File: config.mk
export PLATFORM = sky130hd
export DESIGN_NAME = burst_lfsr
export DESIGN_NICKNAME = d
export VERILOG_FILES = /design/src/rtl/test_burst_pkg.sv /design/src/rtl/burst_lfsr.sv
export SDC_FILE = /design/constraint.sdc
export NUM_CORES = 1
export LEC_CHECK = 0
export BUFFER_PORTS_ARGS = -buffer_cell sky130_fd_sc_hd__buf_4
export CAP_MARGIN = 15
export CELL_PAD_IN_SITES_DETAIL_PLACEMENT = 0
export CELL_PAD_IN_SITES_GLOBAL_PLACEMENT = 2
export CORE_MARGIN = 4
export CORE_UTILIZATION = 27
export DETAILED_ROUTE_END_ITERATION = 10
export GPL_ROUTABILITY_DRIVEN = 0
export MAX_ROUTING_LAYER = met4
export PLACE_DENSITY_LB_ADDON = 0.2
export SLEW_MARGIN = 0
export SYNTH_ARGS = -nofsm -noshare
export SYNTH_HDL_FRONTEND = slang
export SYNTH_SLANG_ARGS = --single-unit
File: constraint.sdc
create_clock -name clk -period 1 [get_ports clk]
set_input_delay 0.3 -clock clk [delete_from_list [all_inputs] [get_ports clk]]
set_output_delay 0.3 -clock clk [all_outputs]
set_load 0.02 [all_outputs]
File: src/rtl/test_burst_pkg.sv
// Shared types and constants for the burst stimulus generator.
// The state list gains a checksum state when TEST_BURST_CSUM_EN is defined.
package test_burst_pkg;

    typedef enum logic [1:0] {
        ModeConst = 2'd0,
        ModeInc   = 2'd1,
        ModeAlt   = 2'd2,
        ModeLfsr  = 2'd3
    } mode_t;

`ifdef TEST_BURST_CSUM_EN
    typedef enum logic [2:0] {StIdle, StSend, StGap, StDone, StCsum} state_t;
`else
    typedef enum logic [1:0] {StIdle, StSend, StGap, StDone} state_t;
`endif

    // Galois (right-shift) maximal-length tap masks, indexed by register width.
    function automatic logic [63:0] lfsr_taps(input int unsigned width);
        case (width)
            8:       return 64'h0000_00B8;
            12:      return 64'h0000_0829;
            16:      return 64'h0000_B400;
            24:      return 64'h00E1_0000;
            32:      return 64'h8020_0003;
            default: return (64'd1 << (width - 1)) | 64'd1;
        endcase
    endfunction

endpackage

File: src/rtl/burst_lfsr.sv
// Galois LFSR pattern source: load takes the seed (0 forced to 1), step advances once.
module burst_lfsr
    import test_burst_pkg::*;
#(
    parameter int unsigned DATA_SIZE = 16
) (
    input  logic                 clk,
    input  logic                 rst_n,
    input  logic                 load,
    input  logic [DATA_SIZE-1:0] seed,
    input  logic                 step,
    output logic [DATA_SIZE-1:0] value
);
    localparam logic [63:0]          TAPS_FULL = lfsr_taps(DATA_SIZE);
    localparam logic [DATA_SIZE-1:0] TAPS      = TAPS_FULL[DATA_SIZE-1:0];

    logic [DATA_SIZE-1:0] r_value;

    always_ff @(posedge clk or negedge rst_n) begin
        if (!rst_n) begin
            r_value <= '0;
        end else if (load) begin
            r_value <= (seed == '0) ? DATA_SIZE'(1) : seed;
        end else if (step) begin
            r_value <= (r_value >> 1) ^ (r_value[0] ? TAPS : '0);
        end
    end

    assign value = r_value;
endmodule

# After elaboration in Yosys (flattened, before gate mapping)
# Cells that the tools add are included.
dict set report word_totals {
  reg_bits 16
  latch_bits 0
  ram_bits 0
  mem_bits_ro 0
  inputBits 20
  out_inout_bits 16
  word_cells 8
  n_memories 0
}
dict set report op_classes {
  add_sub_neg 0
  mul 0
  n_div 0
  order_cmp 0
  n_eq_ne 0
  shift 0
  n_mux 4
  bitwise_logic 1
  n_reduce_logical 2
}
# op count
set op_table {}
lappend op_table {{$mux W16} 4}
lappend op_table {{$logic_not A16 Y1} 1}
lappend op_table {{$xor A15 B16 Y16} 1}
lappend op_table {{$reduce_bool A2 Y1} 1}

# Depth between registers and ports, before layout
dict set report logic_depth {
  depth_word 4
  mapped_depth 4
  mapped_depth_nobuf 3
}

# Worst setup path after synthesis
# No wires, ideal clock.
dict set report synth_timing {
  kind {register to register}
  start {register value[0] (netlist name)}
  end {register r_value[0] (netlist: value[0])}
  setup_time_ns 0.138
  arrival_ns 0.893
  t_required_ns 0.862
  path_slack_ns -0.031
  path_stages_with_launch 4
  path_buffers 0
  period_less_slack_ns 1.031
  cell_sequence {dfrtp_1 nor2b_1 a211oi_2 a31oi_1}
}
# element line
set synth_lines {}
lappend synth_lines {{end signal: assignment} burst_lfsr.sv:23} ;# r_value <= (seed == '0) ? DATA_SIZE'(1) : seed;
lappend synth_lines {{end signal: assignment} burst_lfsr.sv:25} ;# r_value <= (r_value >> 1) ^ (r_value[0] ? TAPS : '0);
lappend synth_lines {{end: declaration} burst_lfsr.sv:17} ;# logic [DATA_SIZE-1:0] r_value;

# Worst setup path in the final report
dict set report layout_timing {
  start {register r_value[0] (netlist: value[0])}
  end {output port value[0]}
}
# element line
set layout_lines {}
lappend layout_lines {{end: declaration} burst_lfsr.sv:12} ;# output logic [DATA_SIZE-1:0] value
# No word-level cell between the ends.

==> impl_metrics.py <==
metrics = {
    "critical_path": {
        "cp_max_fo": 2,
        "cp.arrival_ps": 830,
        "worstPathCellList": "buf_6",
        "slowest_stage": "dfrtp_2",
        "crit_family": "flip-flops",
        "cp_num_buf_inv": 1,
        "endpoint_kind": "output port",
        "critical_path_class": "reg -> out",
        "critPathMaxStageDelay_ps": 420,
        "start_kind": "flip-flop",
        "cp.required_ps": 700,
    },
    "timing": {
        "hold_ws_ps": 235,
        "slew_headroom_pct": 80.3,
        "rsz0062_at_grt": "yes",
        "final_max_slew_viol_count": 0,
        "hold_viol": 0,
        "timing.fmax_mhz": 881,
        "fin_ws_ps": -134,
        "tightest_slew_ps": 296,
        "clock-skew-final_ps": 5.82,
        "fin_crit_ps": 1130,
        "finalSetupViolations": 20,
        "fin_crit_sh_pct": 113,
    },
    "placed_design": {
        "dpl_worst_slack_ps": -103,
        "numPortBuffers": 35,
        "place_hpwl_mm": 1.52,
    },
    "global_route": {
        "met2_usage_pct": 20.3,
        "grtUsageTotal_pct": 12.2,
        "grt_pass1_vias": 827,
        "grt_use_met3_pct": 3.37,
        "grt_antenna_before_repair": 0,
        "grtUsageMet1_pct": 14.0,
        "grt_pass1_wl_mm": 3.75,
        "busiest_layer": "met2",
        "grt_start_max_net_pins": 33,
        "grt_overflow": 0,
    },
    "final_layout": {
        "num_antenna_cells": 0,
        "syn_to_final_growth_pct": 58.8,
        "largest_reg_flops": 16,
        "drive_gt1_share_pct": 47.3,
        "fin_nets": 152,
    },
    "route": {
        "wire_per_inst_microns": 13.8,
        "ant_nets": 0,
        "vias": 775,
        "routed_via_density": 4.78,
        "initialDrtViolationCount": 13,
        "routed_wl_mm": 2.24,
        "drcViolationCount": 0,
        "dr.pass1.iters": 4,
    },
    "floorplanning": {
        "die_x_microns": 63.7,
        "pin_count": 36,
        "die_y_microns": 63.7,
        "die-area_sq_um": 4060,
        "core_sq_um": 2850,
        "rows": 19,
        "start_util_pct": 29.4,
    },
    "synthesis": {
        "yosys_warnings": 0,
        "ys_types": 16,
        "synthCells": 78,
        "synth_nets": 98,
        "syn_area_sq_um": 838,
        "synthTopCellsByArea": "dfrtp_1, mux2i_1, nand2_1",
        "synth_top_area_share_pct": 47.8,
        "synth.avg_cell_area_sq_um": 10.7,
        "ys_seq_area_share_pct": 47.8,
        "yosysTopAreaCell": "dfrtp_1",
        "ys_ff_latch": 16,
    },
    "pwr": {
        "p_leak_nw": 0.658,
        "powerDensity_nw_per_um2": 1330,
        "vdd_drop_max_mv": 0.449,
        "power.total_mw": 1.78,
    },
    "clocking": {
        "cts.sinks": 16,
        "clk_latency_ps": 280,
        "cts_made_buffers": 3,
        "cts_tree": "built",
        "h-tree-depth": 1,
        "root_buffer": "clkbuf_4",
        "clock_path_buffers": 2,
        "clk_pin_slew_worst_paths_ps": 90,
    },
    "run_status": {
        "outcome": "finished with violations",
        "violations": "negative setup slack",
    },
    "min_path": {
        "hold_class": "in -> reg",
    },
    "flow_run": {
        "cap_violations": 0,
    },
}
-- report_power, final --
group / total (mW) / internal (mW) / switching, mW
Combinational: 0.658 / 0.363 / 0.295
Sequential: 0.773 / 0.719 / 0.0540
Clock: 0.347 / 0.155 / 0.192
-- cell type report --
class | count | area, sq um
inverter | 1 | 3.75
clock buffer | 4 | 26.3
timing repair buffer | 54 | 472
sequential | 16 | 402
multi-input combinational | 56 | 389
fill | 289 | 1520
tap | 31 | 38.8
-- worst min-delay path, stage by stage --
cell and delay [ps]:
buf_4 90, nand2_1 40, o21ai_0 60
-- final timing paths --
kind / startpoint / to / slack (ps) / cells past startpoint
worst max-delay path: value[0] / value[0] / -130 / 1
worst min-delay path: seed[8] / value[8] / 240 / 3
worst max register to register: value[0] / value[10] / -70 / 4
worst min register to register: value[12] / value[12] / 690 / 3
max in group asynchronous: rst_n / value[0] / 390 / 2
min in group asynchronous: rst_n / value[14] / 410 / 2
-- synthesized netlist by cell type --
master,count
mux2i_1,15
nor4_2,4
xor2_1,3
o21ai_0,4
nand4_1,1
a211oi_2,1
nor2b_1,1
buf_2,2
a31oi_1,1
o21ai_1,11
buf_6,1
nand2_1,15
dfrtp_1,16
clkbuf_1,1
inv_1,1
buf_12,1
-- per-layer routing --
metal  wire (microns)  up-vias
li1                 -      383
met1              944      366
met2             1140       22
met3              126        4
met4               26        0
met5                0        -
-- through the flow --
step / utilization (%) / cells / cell area [sq um] / setup TNS [ps]
after global routing: 46.7 / 162 / 1330 / -3160
after CTS: 46.0 / 160 / 1310 / -2350
final: 46.7 / 162 / 1330 / -2100
after floorplan: - / 78 / 840 / 0
after detailed placement: 38.4 / 139 / 1100 / -375
after global placement: 38.4 / 139 / 1100 / -223
-- logic make-up after synthesis --
logic type             Yosys count  share of synthesized area (%)
AO/OA/AOI/OAI                   17                           11.2
flip-flops                      16                           47.8
AND/OR/NAND/NOR                 21                           14.2
multiplexers                    15                           17.9
buffers and inverters            6                           5.82
XOR/XNOR                         3                           3.13
-- cell usage in the layout (no fill, tap or decap), drive strengths merged, types with 3 or more instances in the layout --
cell type,count
buf,53
dfrtp,16
mux2i,15
nand2,15
o21ai,15
nor4,4
clkbuf,4
xor2,3
-- timing repair --
item                                   CTS  global route
endpoints found under the hold margin   16             0
gates resized for setup                 16             1
gates cloned                             0             0
hold buffers                             1             0
setup buffers                           16             2
setup endpoints to repair               17            20
pin swaps                                1             1
Note: power is estimated with default switching activity, not from simulation.
